==> src/rtl/xvk_cam_alloc.sv <==
// ---------------------------------------------------------------------------
// xvk_cam_alloc
//
// Slot allocator and access sequencer for one xvk_cam instance. It keeps the
// valid bitmap of CAM slots and serialises insert, lookup, release and flush
// requests onto the CAM write/search/ignore ports. Free slots are always
// held ignored, so stale CAM contents never match.
//
// Ports
//   clk, rst_n             clock, synchronous active-low reset
//   ins_valid/ins_ready    insert handshake; ins_key stored at ins_slot
//   lkp_valid/lkp_ready    lookup handshake; lkp_key searched
//   rsp_valid/hit/slot     lookup result, one cycle after lookup accept
//   rel_valid/rel_slot     release a slot; rel_err pulses on a free slot
//   flush_req/flush_busy   free every slot (drains an in-flight lookup first)
//   occupancy/full/empty   slot usage
//   cam_*                  connection to xvk_cam (1-cycle search latency)
// ---------------------------------------------------------------------------
module xvk_cam_alloc #(
  parameter int CAM_WIDTH = 13,
  parameter int CAM_DEPTH = 16,
  localparam int AW       = $clog2(CAM_DEPTH)
) (
  input  logic                 clk,
  input  logic                 rst_n,

  input  logic                 ins_valid,
  output logic                 ins_ready,
  input  logic [CAM_WIDTH-1:0] ins_key,
  output logic [AW-1:0]        ins_slot,

  input  logic                 lkp_valid,
  output logic                 lkp_ready,
  input  logic [CAM_WIDTH-1:0] lkp_key,

  output logic                 rsp_valid,
  output logic                 rsp_hit,
  output logic [AW-1:0]        rsp_slot,

  input  logic                 rel_valid,
  input  logic [AW-1:0]        rel_slot,
  output logic                 rel_err,

  input  logic                 flush_req,
  output logic                 flush_busy,

  output logic [AW:0]          occupancy,
  output logic                 full,
  output logic                 empty,

  output logic                 cam_we,
  output logic [AW-1:0]        cam_wr_addr,
  output logic [CAM_WIDTH-1:0] cam_din,
  output logic [CAM_WIDTH-1:0] cam_key,
  output logic                 cam_se,
  output logic [CAM_DEPTH-1:0] cam_ignore,
  input  logic                 cam_match,
  input  logic [AW-1:0]        cam_match_addr
);

  typedef enum logic [1:0] {
    ST_IDLE  = 2'd0,
    ST_DRAIN = 2'd1,
    ST_CLEAR = 2'd2
  } state_t;

  state_t               state_q, state_d;
  logic [CAM_DEPTH-1:0] valid_q, valid_d;
  logic [AW:0]          occ_q, occ_d;
  logic                 inflight_q;
  logic                 rel_err_q;

  logic                 idle;
  logic                 clearing;
  logic                 ins_acc;
  logic                 lkp_acc;
  logic                 rel_acc;
  logic                 rel_eff;
  logic [AW-1:0]        free_slot;

  // ---------------------------------------------------------------------
  // Status and handshakes. A flush request blocks every other request in
  // the same cycle, so it is folded into the ready signals to keep the
  // handshake honest.
  // ---------------------------------------------------------------------
  assign idle       = (state_q == ST_IDLE);
  assign clearing   = (state_q == ST_CLEAR);
  assign full       = (occ_q == (AW+1)'(CAM_DEPTH));
  assign empty      = (occ_q == '0);
  assign occupancy  = occ_q;
  assign flush_busy = !idle;

  assign ins_ready  = idle && !full && !flush_req;
  assign lkp_ready  = idle && !flush_req;
  assign ins_acc    = ins_valid && ins_ready;
  assign lkp_acc    = lkp_valid && lkp_ready;
  assign rel_acc    = rel_valid && idle && !flush_req;
  // A release only counts when the slot is actually in use.
  assign rel_eff    = rel_acc && valid_q[rel_slot];

  // Lowest free slot from the registered bitmap. A slot being released this
  // cycle is still marked valid, so insert and release never collide.
  always_comb begin
    // NOTE: every always_comb output gets a default first, otherwise a
    // path that skips the assignment infers a latch.
    free_slot = '0;
    for (int i = CAM_DEPTH - 1; i >= 0; i--) begin
      if (!valid_q[i]) free_slot = AW'(i);
    end
  end

  assign ins_slot = free_slot;

  // ---------------------------------------------------------------------
  // CAM port drive
  // ---------------------------------------------------------------------
  assign cam_we      = ins_acc;
  assign cam_wr_addr = free_slot;
  assign cam_din     = ins_key;
  assign cam_se      = lkp_acc;
  // Search key is don't-care when not searching; reuse ins_key to avoid an
  // extra mux input.
  assign cam_key     = lkp_acc ? lkp_key : ins_key;

  // Free slots, a slot being released and every slot during CLEAR are
  // ignored, which also makes the CAM scrub them to all-ones. The slot being
  // written is never ignored so a same-cycle search can see the new key.
  always_comb begin
    cam_ignore = '0;
    for (int k = 0; k < CAM_DEPTH; k++) begin
      cam_ignore[k] = !valid_q[k] || (rel_acc && rel_slot == AW'(k)) || clearing;
      if (ins_acc && free_slot == AW'(k)) cam_ignore[k] = 1'b0;
    end
  end

  // Response is the CAM's registered result for the lookup of last cycle.
  assign rsp_valid = inflight_q;
  assign rsp_hit   = inflight_q && cam_match;
  assign rsp_slot  = cam_match_addr;
  assign rel_err   = rel_err_q;

  // ---------------------------------------------------------------------
  // Next-state: bitmap, occupancy, FSM
  // ---------------------------------------------------------------------
  always_comb begin
    valid_d = valid_q;
    if (rel_eff) valid_d[rel_slot]  = 1'b0;
    if (ins_acc) valid_d[free_slot] = 1'b1;
  end

  assign occ_d = occ_q + (AW+1)'(ins_acc) - (AW+1)'(rel_eff);

  always_comb begin
    state_d = state_q;
    unique case (state_q)
      ST_IDLE:  if (flush_req) state_d = inflight_q ? ST_DRAIN : ST_CLEAR;
      ST_DRAIN: state_d = ST_CLEAR;   // pending response goes out this cycle
      ST_CLEAR: state_d = ST_IDLE;
      default:  state_d = ST_IDLE;
    endcase
  end

  // NOTE: sequential state uses non-blocking assignments only, so every
  // register samples pre-edge values regardless of statement order.
  // NOTE: only the slot bitmap is reset here; stale key storage in the CAM
  // is harmless because every free slot is held ignored and scrubbed.
  always_ff @(posedge clk) begin
    if (!rst_n) begin
      state_q    <= ST_IDLE;
      valid_q    <= '0;
      occ_q      <= '0;
      inflight_q <= 1'b0;
      rel_err_q  <= 1'b0;
    end else begin
      state_q    <= state_d;
      inflight_q <= lkp_acc;
      rel_err_q  <= rel_acc && !valid_q[rel_slot];
      if (clearing) begin
        valid_q <= '0;
        occ_q   <= '0;
      end else begin
        valid_q <= valid_d;
        occ_q   <= occ_d;
      end
    end
  end

endmodule

==> config.mk <==
export PLATFORM = sky130hd
export DESIGN_NAME = xvk_cam_alloc
export DESIGN_NICKNAME = d
export VERILOG_FILES = /design/src/rtl/xvk_cam_alloc.sv
export SDC_FILE = /design/constraint.sdc
export NUM_CORES = 1
export LEC_CHECK = 0
export ABC_CLOCK_PERIOD_IN_PS = 3550
export CAP_MARGIN = 20
export CORE_ASPECT_RATIO = 0.7
export CORE_MARGIN = 2
export CORE_UTILIZATION = 40
export DETAILED_ROUTE_END_ITERATION = 16
export HOLD_SLACK_MARGIN = 0.08
export PLACE_DENSITY_LB_ADDON = 0.2
export SETUP_SLACK_MARGIN = 0.3
export SLEW_MARGIN = 40
export SYNTH_ARGS = -nofsm -noshare
export SYNTH_HDL_FRONTEND = slang
export SYNTH_SLANG_ARGS = --single-unit
==> constraint.sdc <==
create_clock -name clk -period 3.55 [get_ports clk]
set_input_delay 0.5325 -clock clk [delete_from_list [all_inputs] [get_ports clk]]
set_output_delay 0.5325 -clock clk [all_outputs]
set_load 0.005 [all_outputs]
==> impl_metrics.csv <==
group,metric,value,unit
status,status,"finished clean",
synth,avgSynthCellArea,8.51,um^2
cts,path_clk_slew,100,ps
sta,slew_viol_final,0,
synth,synth_xor_xnor_area_share,0.0124,
pwr,power_leakage,1.19,nW
die,die_area,5900,um^2
place,place_area,3110,um^2
finish,drive_above_1_share,0.254,
synth,synth-simple-area-share,0.236,
route,ant_nets,0,
setup_path,cp.required,3020,ps
setup_path,r2r-start,"valid_q[2]",
place,hpwl,5490,um
cts,cts_max_level,1,
synth,synthMuxAreaShare,0.122,
setup_path,cp.arrival,2730,ps
sta,skew,12.5,ps
sta,finalSetupViolCount,0,
finish,fin_area,3310,um^2
cts,cts_max_path_buffers,2,
die,core,5170,um^2
place,io_buffers,101,
setup_path,critPathKind,"in -> out",
global_routing,grt_max_degree,19,
sta,tightest_slew,697,ps
sta,slew_headroom,0.536,
setup_path,crit_slowest_cell,"or4b_4",
die,die_y,64.9,um
sta,period_share,0.918,
die,die_w,91.0,um
synth,synthAdderAreaFrac,0.0449,
die,pin_count,110,
synth,ys_seq_area_frac,0.236,
global_routing,grt_pass1_vias,2164,
setup_path,reg2reg_slack,390,ps
setup_path,r2r-end,"occupancy[4]",
finish,layout_commonest_cell,"clkdlybuf4s50_1",
finish,final_cell_mix,"87 x clkdlybuf4s50_1, 25 x dfxtp_1, 25 x buf_4",
synth,synth_area,2120,um^2
finish,n_fill_cell,468,
flow_run,maxCapViolations,0,
worst_hold_path,hold_depth,2,
setup_path,cp_num_buf_inv,2,
sta,rsz0062_at_grt,"yes",
synth,yosys_warnings,0,
cts,cts_tree,"yes",
cts,clock_sinks,25,
setup_path,critPathCaptureType,"output pin",
sta,final-hold-violation-count,0,
setup_path,path_delay_family,"buffers and inverters",
route,post_drt_wl_per_cell,17.1,um
global_routing,antenna_found_initial,0,
synth,syn_inst,249,
setup_path,cp-start-kind,"input pin",
place,gp_congestion,0.914,
place,dp.cells,402,
setup_path,worstPathCellList,"clkdlybuf4s50_1 > or4b_4 > or3b_4 > o21ai_4 > o32a_1 > clkdlybuf4s50_1",
pwr,irDropWorstVdd,0.000142,V
pwr,powerDensity,225,nW/um^2
setup_path,critPathMaxFanout,4,
sta,fin_ws,291,ps
cts,postCtsHoldBufs,0,
synth,synthDominantCellAreaShare,0.236,
cts,cts_root_buffer,"clkbuf_8",
die,core.rowCount,22,
sta,fmax,307,MHz
finish,area_growth,56.1,%
worst_hold_path,hp-start,"rsp_valid",
synth,synth_nets,297,
synth,synth_top_family_by_area,"simple AND/OR/NAND/NOR gates",
route,viasPerCell,5.58,
synth,synth_compound_area_frac,0.222,
synth,synthArstFlopShare,0,
die,start_util,0.409,
setup_path,crit_path_max_incr_delay,490,ps
cts,cts_buffers,3,
route,drc,0,
setup_path,worst-r2r-cell-count,13,
global_routing,grt_use_total,0.238,
setup_path,path_common_cell,"clkdlybuf4s50_1",
sta,period_needed,3260,ps
route,dr.first_iter.drc_count,125,
finish,instances_no_fill,418,
global_routing,grt_pass1_wl,11100,um
cts,clock_latency,290,ps
worst_hold_path,hp-class,"reg -> reg",
finish,final_nets,395,
synth,yosys_most_used_dff,"dfxtp_1",
synth,synth_area_leaders,"dfxtp_1 24%, buf_4 7.4%, mux2_2 6.9%",
pwr,power,0.744,mW
route,vias,2332,
finish,antenna_cells,0,
synth,synth_enable_flop_cells,0,
route,firstDrtPassIters,5,
place,place_ws,-419,ps
synth,synth_cell_types,53,
sta,hold_slack,513,ps
worst_hold_path,hold_end,"state_q[0]",
synth,synth_top_area_cell,"dfxtp_1",
route,finalWirelength,7170,um
synth,synth-seq-cells,25,
global_routing,gr-total-overflow,0,
per-stage QoR:
step | setup TNS [ps] | util
floorplan | 0 | -
global placement | -383 | 0.601
detailed placement | -734 | 0.601
CTS | 0 | 0.625
global route | 0 | 0.639
finish | 0 | 0.639
final cells by class:
type / count / area [um^2] / share of cell area
well taps: 72 / 90.1 / 0.0273
inverters: 15 / 60.1 / 0.0182
multi-input cells: 176 / 1430 / 0.433
flip-flops and latches: 25 / 500 / 0.151
repair buffers: 126 / 1170 / 0.355
clock inverters: 1 / 7.51 / 0.00227
clock buffers: 3 / 41.3 / 0.0125
sequential cells by signal, summed over array words and instances (netlist names):
name / count
valid_q: 16
rel_err: 1
rsp_valid: 1
state_q: 2
occupancy: 5
logic make-up after synthesis:
family,Yosys count
and+or+nand+nor,81
AOI/OAI and AO/OA,67
adders and majority gates,7
xor gates and xnor gates,3
muxes,18
DFF,25
buffers and inverters,48
report_power, final:
part	internal (mW)	switching, mW	leakage, nW
Sequential	0.289	0.0110	0.202
Clock	0.0801	0.105	0.0217
Combinational	0.157	0.102	0.969
Total	0.526	0.218	1.19
cell usage after synthesis, types with 4 or more instances:
cell type / number
o21ai_2: 5
inv_1: 13
o31ai_1: 4
dfxtp_1: 25
clkbuf_1: 6
nor2b_1: 4
nand2_1: 12
o32a_1: 4
nor2_1: 19
o32ai_1: 9
a21oi_1: 5
buf_4: 21
buf_2: 6
nand2b_1: 9
ha_1: 6
o21ai_0: 11
nand4_1: 4
a31oi_1: 13
mux2_2: 13
mux4_2: 5
o21ai_1: 5
nand3_1: 4
worst reg2reg max path, delay by kind of cell (launching register included):
kind / cells / cell delay, ps
buffers and inverters: 3 / 150
AO/OA/AOI/OAI: 2 / 260
adder cells (fa/ha/maj): 3 / 640
flip-flops: 1 / 440
AND/OR/NAND/NOR: 3 / 600
multiplexers: 2 / 990
per-layer routing:
layer / GRT usage / part of all wire
met5: 0 / 0
met4: 0.0720 / 0.011
met3: 0.0558 / 0.090
met2: 0.356 / 0.45
met1: 0.339 / 0.45
worst max path at each step:
stage | from | endpoint | cells past startpoint
global placement | rel_slot[0] | occupancy[4] | 14
finish | rel_valid | cam_ignore[2] | 6
global route | rel_slot[0] | occupancy[4] | 14
CTS | rel_slot[0] | occupancy[4] | 14
detailed placement | rel_slot[0] | occupancy[4] | 14
floorplan | rel_slot[0] | occupancy[4] | 14
timing repair:
action | in CTS | in global routing
buffers inserted | 7 | 5
gates resized for setup | 27 | 24
setup endpoints to repair | 18 | 24
pin swaps | 4 | 4
Power figures use the tool's default switching activity.
